File: src/rtl/ctrl_pkt_fifo.sv
// Packet-framed control FIFO pair: host->CPU commands and CPU->host replies.
// Each reader sees only whole PKT_WORDS packets; all outputs are registered.

module ctrl_pkt_fifo_dir #(
    parameter int DATA_W     = 32,
    parameter int PKT_WORDS  = 16,
    parameter int DEPTH_PKTS = 2,
    parameter bit INV_FLAGS  = 1'b0
) (
    input  logic              clk_i,
    input  logic              rst_ni,
    input  logic              clr_i,
    input  logic              wr_i,
    input  logic [DATA_W-1:0] wdata_i,
    input  logic              rd_i,
    output logic [DATA_W-1:0] rdata_o,
    output logic              avail_flag_o,
    output logic              full_flag_o
);
    localparam int D  = PKT_WORDS * DEPTH_PKTS;
    localparam int AW = $clog2(D);
    localparam int PW = AW + 1;
    localparam int CW = $clog2(PKT_WORDS);
    localparam logic [PW-1:0] D_P    = PW'(D);
    localparam logic [CW-1:0] LAST_C = CW'(PKT_WORDS - 1);

    logic [DATA_W-1:0] mem_q [D];
    logic [PW-1:0]     wr_ptr_q, wr_ptr_d;
    logic [PW-1:0]     commit_ptr_q, commit_ptr_d;
    logic [PW-1:0]     rd_ptr_q, rd_ptr_d;
    logic [CW-1:0]     cnt_q, cnt_d;
    logic [DATA_W-1:0] rdata_q, rdata_d;
    logic              avail_flag_q, avail_flag_d;
    logic              full_flag_q, full_flag_d;
    logic [PW-1:0]     fill_d;
    logic [DATA_W-1:0] head;
    logic              full_now, avail_now, avail_d, wr_en, rd_en;

    // Flags are stored in output polarity (inbound: ready/rdempty, outbound: wrfull/valid)
    assign full_now  = full_flag_q ^ INV_FLAGS;
    assign avail_now = avail_flag_q ^ INV_FLAGS;
    assign wr_en     = wr_i & ~full_now & ~clr_i;
    assign rd_en     = rd_i & avail_now & ~clr_i;

    always_comb begin
        wr_ptr_d     = wr_ptr_q;
        commit_ptr_d = commit_ptr_q;
        rd_ptr_d     = rd_ptr_q;
        cnt_d        = cnt_q;
        if (clr_i) begin
            wr_ptr_d     = '0;
            commit_ptr_d = '0;
            rd_ptr_d     = '0;
            cnt_d        = '0;
        end else begin
            if (wr_en) begin
                wr_ptr_d = wr_ptr_q + 1'b1;
                cnt_d    = cnt_q + 1'b1;
                if (cnt_q == LAST_C) begin
                    commit_ptr_d = wr_ptr_q + 1'b1;
                end
            end
            if (rd_en) begin
                rd_ptr_d = rd_ptr_q + 1'b1;
            end
        end
        fill_d       = wr_ptr_d - rd_ptr_d;
        full_flag_d  = (fill_d == D_P) ^ INV_FLAGS;
        avail_d      = (rd_ptr_d != commit_ptr_d);
        avail_flag_d = avail_d ^ INV_FLAGS;
        // The next head may be the very word written on this edge
        if (wr_en && (wr_ptr_q[AW-1:0] == rd_ptr_d[AW-1:0])) begin
            head = wdata_i;
        end else begin
            head = mem_q[rd_ptr_d[AW-1:0]];
        end
        rdata_d = rdata_q;
        if (clr_i) begin
            rdata_d = '0;
        end else if (avail_d) begin
            rdata_d = head;
        end
    end

    always_ff @(posedge clk_i) begin
        if (wr_en) begin
            mem_q[wr_ptr_q[AW-1:0]] <= wdata_i;
        end
    end

    always_ff @(posedge clk_i or negedge rst_ni) begin
        if (!rst_ni) begin
            wr_ptr_q     <= '0;
            commit_ptr_q <= '0;
            rd_ptr_q     <= '0;
            cnt_q        <= '0;
            rdata_q      <= '0;
            avail_flag_q <= INV_FLAGS;
            full_flag_q  <= INV_FLAGS;
        end else begin
            wr_ptr_q     <= wr_ptr_d;
            commit_ptr_q <= commit_ptr_d;
            rd_ptr_q     <= rd_ptr_d;
            cnt_q        <= cnt_d;
            rdata_q      <= rdata_d;
            avail_flag_q <= avail_flag_d;
            full_flag_q  <= full_flag_d;
        end
    end

    assign rdata_o      = rdata_q;
    assign avail_flag_o = avail_flag_q;
    assign full_flag_o  = full_flag_q;
endmodule

module ctrl_pkt_fifo #(
    parameter int DATA_W     = 32,
    parameter int PKT_WORDS  = 16,
    parameter int DEPTH_PKTS = 2
) (
    input  logic              clk,
    input  logic              reset_n,
    input  logic              sw_rst,
    input  logic [DATA_W-1:0] host_in_data,
    input  logic              host_in_valid,
    output logic              host_in_ready,
    output logic [DATA_W-1:0] cpu_if_d,
    input  logic              cpu_if_rd,
    output logic              cpu_if_rdempty,
    input  logic [DATA_W-1:0] cpu_of_d,
    input  logic              cpu_of_wr,
    output logic              cpu_of_wrfull,
    output logic [DATA_W-1:0] host_out_data,
    output logic              host_out_valid,
    input  logic              host_out_ready,
    output logic              ovf_err
);
    logic ovf_err_q, ovf_err_d;

    ctrl_pkt_fifo_dir #(
        .DATA_W(DATA_W), .PKT_WORDS(PKT_WORDS), .DEPTH_PKTS(DEPTH_PKTS), .INV_FLAGS(1'b1)
    ) u_in (
        .clk_i       (clk),
        .rst_ni      (reset_n),
        .clr_i       (sw_rst),
        .wr_i        (host_in_valid),
        .wdata_i     (host_in_data),
        .rd_i        (cpu_if_rd),
        .rdata_o     (cpu_if_d),
        .avail_flag_o(cpu_if_rdempty),
        .full_flag_o (host_in_ready)
    );

    ctrl_pkt_fifo_dir #(
        .DATA_W(DATA_W), .PKT_WORDS(PKT_WORDS), .DEPTH_PKTS(DEPTH_PKTS), .INV_FLAGS(1'b0)
    ) u_out (
        .clk_i       (clk),
        .rst_ni      (reset_n),
        .clr_i       (sw_rst),
        .wr_i        (cpu_of_wr),
        .wdata_i     (cpu_of_d),
        .rd_i        (host_out_ready),
        .rdata_o     (host_out_data),
        .avail_flag_o(host_out_valid),
        .full_flag_o (cpu_of_wrfull)
    );

    // Sticky until reset: a CPU write that landed on a full outbound buffer
    always_comb begin
        ovf_err_d = ovf_err_q | (cpu_of_wr & cpu_of_wrfull);
        if (sw_rst) begin
            ovf_err_d = 1'b0;
        end
    end

    always_ff @(posedge clk or negedge reset_n) begin
        if (!reset_n) begin
            ovf_err_q <= 1'b0;
        end else begin
            ovf_err_q <= ovf_err_d;
        end
    end

    assign ovf_err = ovf_err_q;
endmodule

File: config.mk
export PLATFORM = sky130hd
export DESIGN_NAME = ctrl_pkt_fifo
export DESIGN_NICKNAME = d
export VERILOG_FILES = /design/src/rtl/ctrl_pkt_fifo.sv
export SDC_FILE = /design/constraint.sdc
export NUM_CORES = 2
export LEC_CHECK = 0
export BUFFER_PORTS_ARGS = -buffer_cell sky130_fd_sc_hd__buf_2
export CORE_UTILIZATION = 40
export DETAILED_ROUTE_END_ITERATION = 7
export GPL_ROUTABILITY_DRIVEN = 0
export PLACE_DENSITY = 0.59
export SYNTH_ARGS = -nofsm -noshare
export SYNTH_HDL_FRONTEND = slang
export SYNTH_HIERARCHICAL = 1
export SYNTH_SLANG_ARGS = --single-unit
File: constraint.sdc
create_clock -name clk -period 3.4 [get_ports clk]
set_clock_uncertainty 0.05 [all_clocks]
set_input_delay 0.17 -clock clk [delete_from_list [all_inputs] [get_ports clk]]
set_output_delay 0.17 -clock clk [all_outputs]
set_load 0.1 [all_outputs]
==> results.tsv <==
stage	metric	value	unit
die	area of the die	0.221	mm2
timing	final total negative setup slack	0	ns
power_and_ir_drop	sequential fraction of design power	53.8	%
worst_setup_path	arrival time of the worst setup path	3.91	ns
timing	max_slew headroom	43.2	%
synthesis	share of flip-flops with an asynchronous set or reset	5.23	%
clocking	CTS HTree Levels	4	
final_layout	Net count, final	6350	
routing	DRT iter0 DRCs	5632	
place	count of input and output buffers	139	
synthesis	number of different library cells in the post-synthesis netlist	89	
final_layout	Layout fillers	18400	
power_and_ir_drop	leakage power of the design	33.7	nW
synthesis	number of nets in the synthesized netlist	6042	
synthesis	cell with the most instances after synthesis	edfxtp_1	
clocking	cell chosen for the clock root	clkbuf_16	
worst_setup_path	Worst Setup Start Kind	flip-flop	
routing	vias	52700	
routing	post-DR wirelength/cell	25.8	um
timing	final critical path time including I/O delays and setup	3.29	ns
timing	total count of max-transition violations in the final report	0	
die	number of ports placed on the die boundary	140	
timing	final-report hold violation count	0	
global_route	Total GRT Usage	21.4	%
power_and_ir_drop	Int Power	43.3	mW
global_route	initial antenna violation count	15	
synthesis	cell count after synthesis	5949	
final_layout	share of final-layout standard cells stronger than drive strength 1	15.9	%
synthesis	netlist area before placement	0.0875	mm2
routing	remaining design rule violation count	0	
worst_setup_path	WS Path Type	flip-flop to flip-flop	
outcome	outcome	completed	
die	die boundary width	470	um
timing	peak clock frequency supported by timing	304	MHz
place	Final HPWL DP	133000	um
clocking	number of sinks handled by clock tree synthesis	2161	
synthesis	average size of a mapped cell	14.7	um2
power_and_ir_drop	combinational cell fraction of total power	2.0	%
routing	total length of routed wires	240000	um
clocking	count of buffers added by post-CTS timing repair for setup	0	
synthesis	Commonest cells post-synth	2048 x edfxtp_1, 1308 x nand2_1, 388 x nand3_1	
timing	transition time at the pin with the least slew margin	0.850	ns
synthesis	count of yosys warnings during synthesis	6	
timing	share of the clock period used by the worst path	96.7	%
synthesis	number of synthesized register bits	2161	
die	FP Rows	171	
die	die extent in y	470	um
clocking	clock transition at the registers of the reported paths	0.06	ns
power_and_ir_drop	power per unit of standard cell area	533	mW/mm2
global_route	final global-route overflow total	0	
die	Initial Utilization	40.3	%
synthesis	most used flip-flop cell after synthesis	edfxtp_1	
die	core region area	0.217	mm2
global_route	first-pass GRT wire length	352000	um
synthesis	register area share after synthesis	73.5	%
global_route	maximum number of pins on one net before global-route repair	99	
synthesis	Area contributors post-synth	edfxtp_1 70%, nand2_1 5.6%, mux2i_1 3.4%	
routing	antenna-violating nets left	0	
synthesis	EDFF count, synth	2048	
final_layout	area added between synthesis and finish	16.5	%
timing	count of endpoints failing setup in the final report	0	
worst_setup_path	Critical Path Fanout Max	31	
routing	via density per instance	5.67	
timing	unrepaired setup endpoints after global routing	false	
final_layout	share of the core filled with cells in the final layout	46.9	%
clocking	clock buffer count from CTS	219	
clocking	worst-skew pair later-pin latency	0.85	ns
run	max cap viols	0	
clocking	number of buffers on the longest clock path	3	
synthesis	Yosys top cell area share	70.3	%
routing	drt pass-1 iters	5	
worst_setup_path	Critical Path RT	4.02	ns
global_route	vias in the first global route	51600	
power_and_ir_drop	switching power of the nets	11.0	mW
power_and_ir_drop	maximum ir drop on the vdd rail	0.441	mV
synthesis	leading area contributor after synthesis	edfxtp_1	
power_and_ir_drop	net switching share of the total power	20.3	%
worst_setup_path	category of the worst setup path capture point	flip-flop	
worst_hold_path	worst min-delay path category	primary input to flip-flop	
power_and_ir_drop	share of total power in the clock network	44.2	%
clocking	clock tree from TritonCTS	done	
==> worst max-delay path: stages (launching register included) <==
cell	delay, ns
dfrtp_1	0.47
ha_1	0.26
and3b_1	0.21
xnor2_2	0.23
nor2_4	0.07
inv_6	0.17
xnor2_1	0.09
or4_4	0.58
o211ai_4	0.17
buf_4	0.40
o22a_1	0.24
a41oi_2	0.11
==> cell usage in the layout (no fill, tap or decap), types with 34 or more instances in the layout <==
cell type,count
edfxtp_1,2048
nand2_1,1304
nand3_1,388
mux2i_1,294
clkbuf_16,221
buf_4,181
buf_2,137
a311oi_1,135
dfrtp_1,110
mux4_2,103
buf_12,99
inv_1,99
a31oi_1,99
a211oi_1,95
and3_1,91
a21oi_1,81
dlygate4sd3_1,71
nor2_4,67
clkbuf_1,64
a2111oi_0,62
o211ai_1,56
nor2_1,46
clkinv_2,34
==> sequential cells by signal (all words and copies together) (netlist names), 32 cells and up <==
| signal | cells |
|---|---|
| u_in/rdata_o | 32 |
| u_out/mem_q | 1024 |
| u_out/rdata_o | 32 |
| u_in/mem_q | 1024 |
==> area by class of cell <==
type | count | area (um2) | area share [%]
Sequential cell | 2161 | 64300 | 63.1
Multi-Input combinational cell | 3275 | 21500 | 21.1
Clock buffer | 310 | 6110 | 6.00
Timing Repair Buffer | 491 | 4790 | 4.70
Tap cell | 2854 | 3570 | 3.50
Clock inverter | 96 | 1100 | 1.08
Inverter | 109 | 440 | 0.432
Antenna cell | 7 | 17.5 | 0.0172
==> repair_timing <==
item | CTS | global route
gates resized for setup | 0 | 0
endpoints found under the hold margin | 2235 | 0
hold buffers | 72 | 0
==> layer usage <==
metal | track usage [%] | up-vias | part of all wire, %
met5 | 0 | - | 0.018
met4 | 6.55 | 6 | 3.0
met3 | 3.81 | 361 | 7.4
met2 | 34.3 | 2075 | 48
met1 | 29.6 | 27000 | 42
li1 | - | 23300 | -
==> cells by family (layout without fill, tap and decap cells) <==
family / Yosys count / in the layout / share of synthesized area (%)
fa+ha+maj: 22 / 22 / 0.315
mux: 431 / 431 / 6.45
compound gates: 737 / 737 / 6.57
flops: 2161 / 2161 / 73.5
buf+inv: 513 / 1006 / 2.56
other cells: 0 / 7 / 0
xor+xnor: 47 / 47 / 0.512
simple gates: 2038 / 2038 / 10.1
==> worst paths after layout <==
check                      slack [ns]                        from                           end  cells past startpoint
max                              0.11  u_in/rd_ptr_q[0]$_DFF_PN0_  u_in/rdata_o[26]$_DFFE_PN0P_                     11
min                              0.22                   cpu_of_wr             ovf_err$_DFF_PN0_                      4
max in group asynchronous        2.33                     reset_n    u_in/wr_ptr_q[3]$_DFF_PN0_                      4
min in group asynchronous        0.50                     reset_n   u_in/avail_flag_o$_DFF_PN1_                      3
min reg2reg                      0.47           ovf_err$_DFF_PN0_             ovf_err$_DFF_PN0_                      2
max reg2reg                      0.11  u_in/rd_ptr_q[0]$_DFF_PN0_  u_in/rdata_o[26]$_DFFE_PN0P_                     11
==> power groups by stage <==
stage,clock [mW],combinational (mW),sequential (mW)
floorplan,0,0.300,29.8
global placement,0,0.966,29.8
detailed placement,0,0.997,29.8
CTS,24.5,1.08,29.3
global route,25.5,1.15,29.2
finish,24.0,1.06,29.3
==> stage by stage <==
step / std cells / instance area (um2) / power [mW] / hold WS (ns) / worst slack, ns
2_1_floorplan: 5949 / 87500 / 30.1 / -0.176 / 0.0743
3_3_place_gp: 8818 / 93900 / 30.8 / 0.170 / 0.179
3_5_place_dp: 8818 / 93900 / 30.8 / 0.181 / 0.163
4_1_cts: 9296 / 102000 / 54.8 / 0.152 / 0.136
5_1_grt: 9298 / 102000 / 55.9 / 0.203 / 0.0162
6_report: 9303 / 102000 / 54.3 / 0.225 / 0.112
Power figures use the tool's default switching activity.
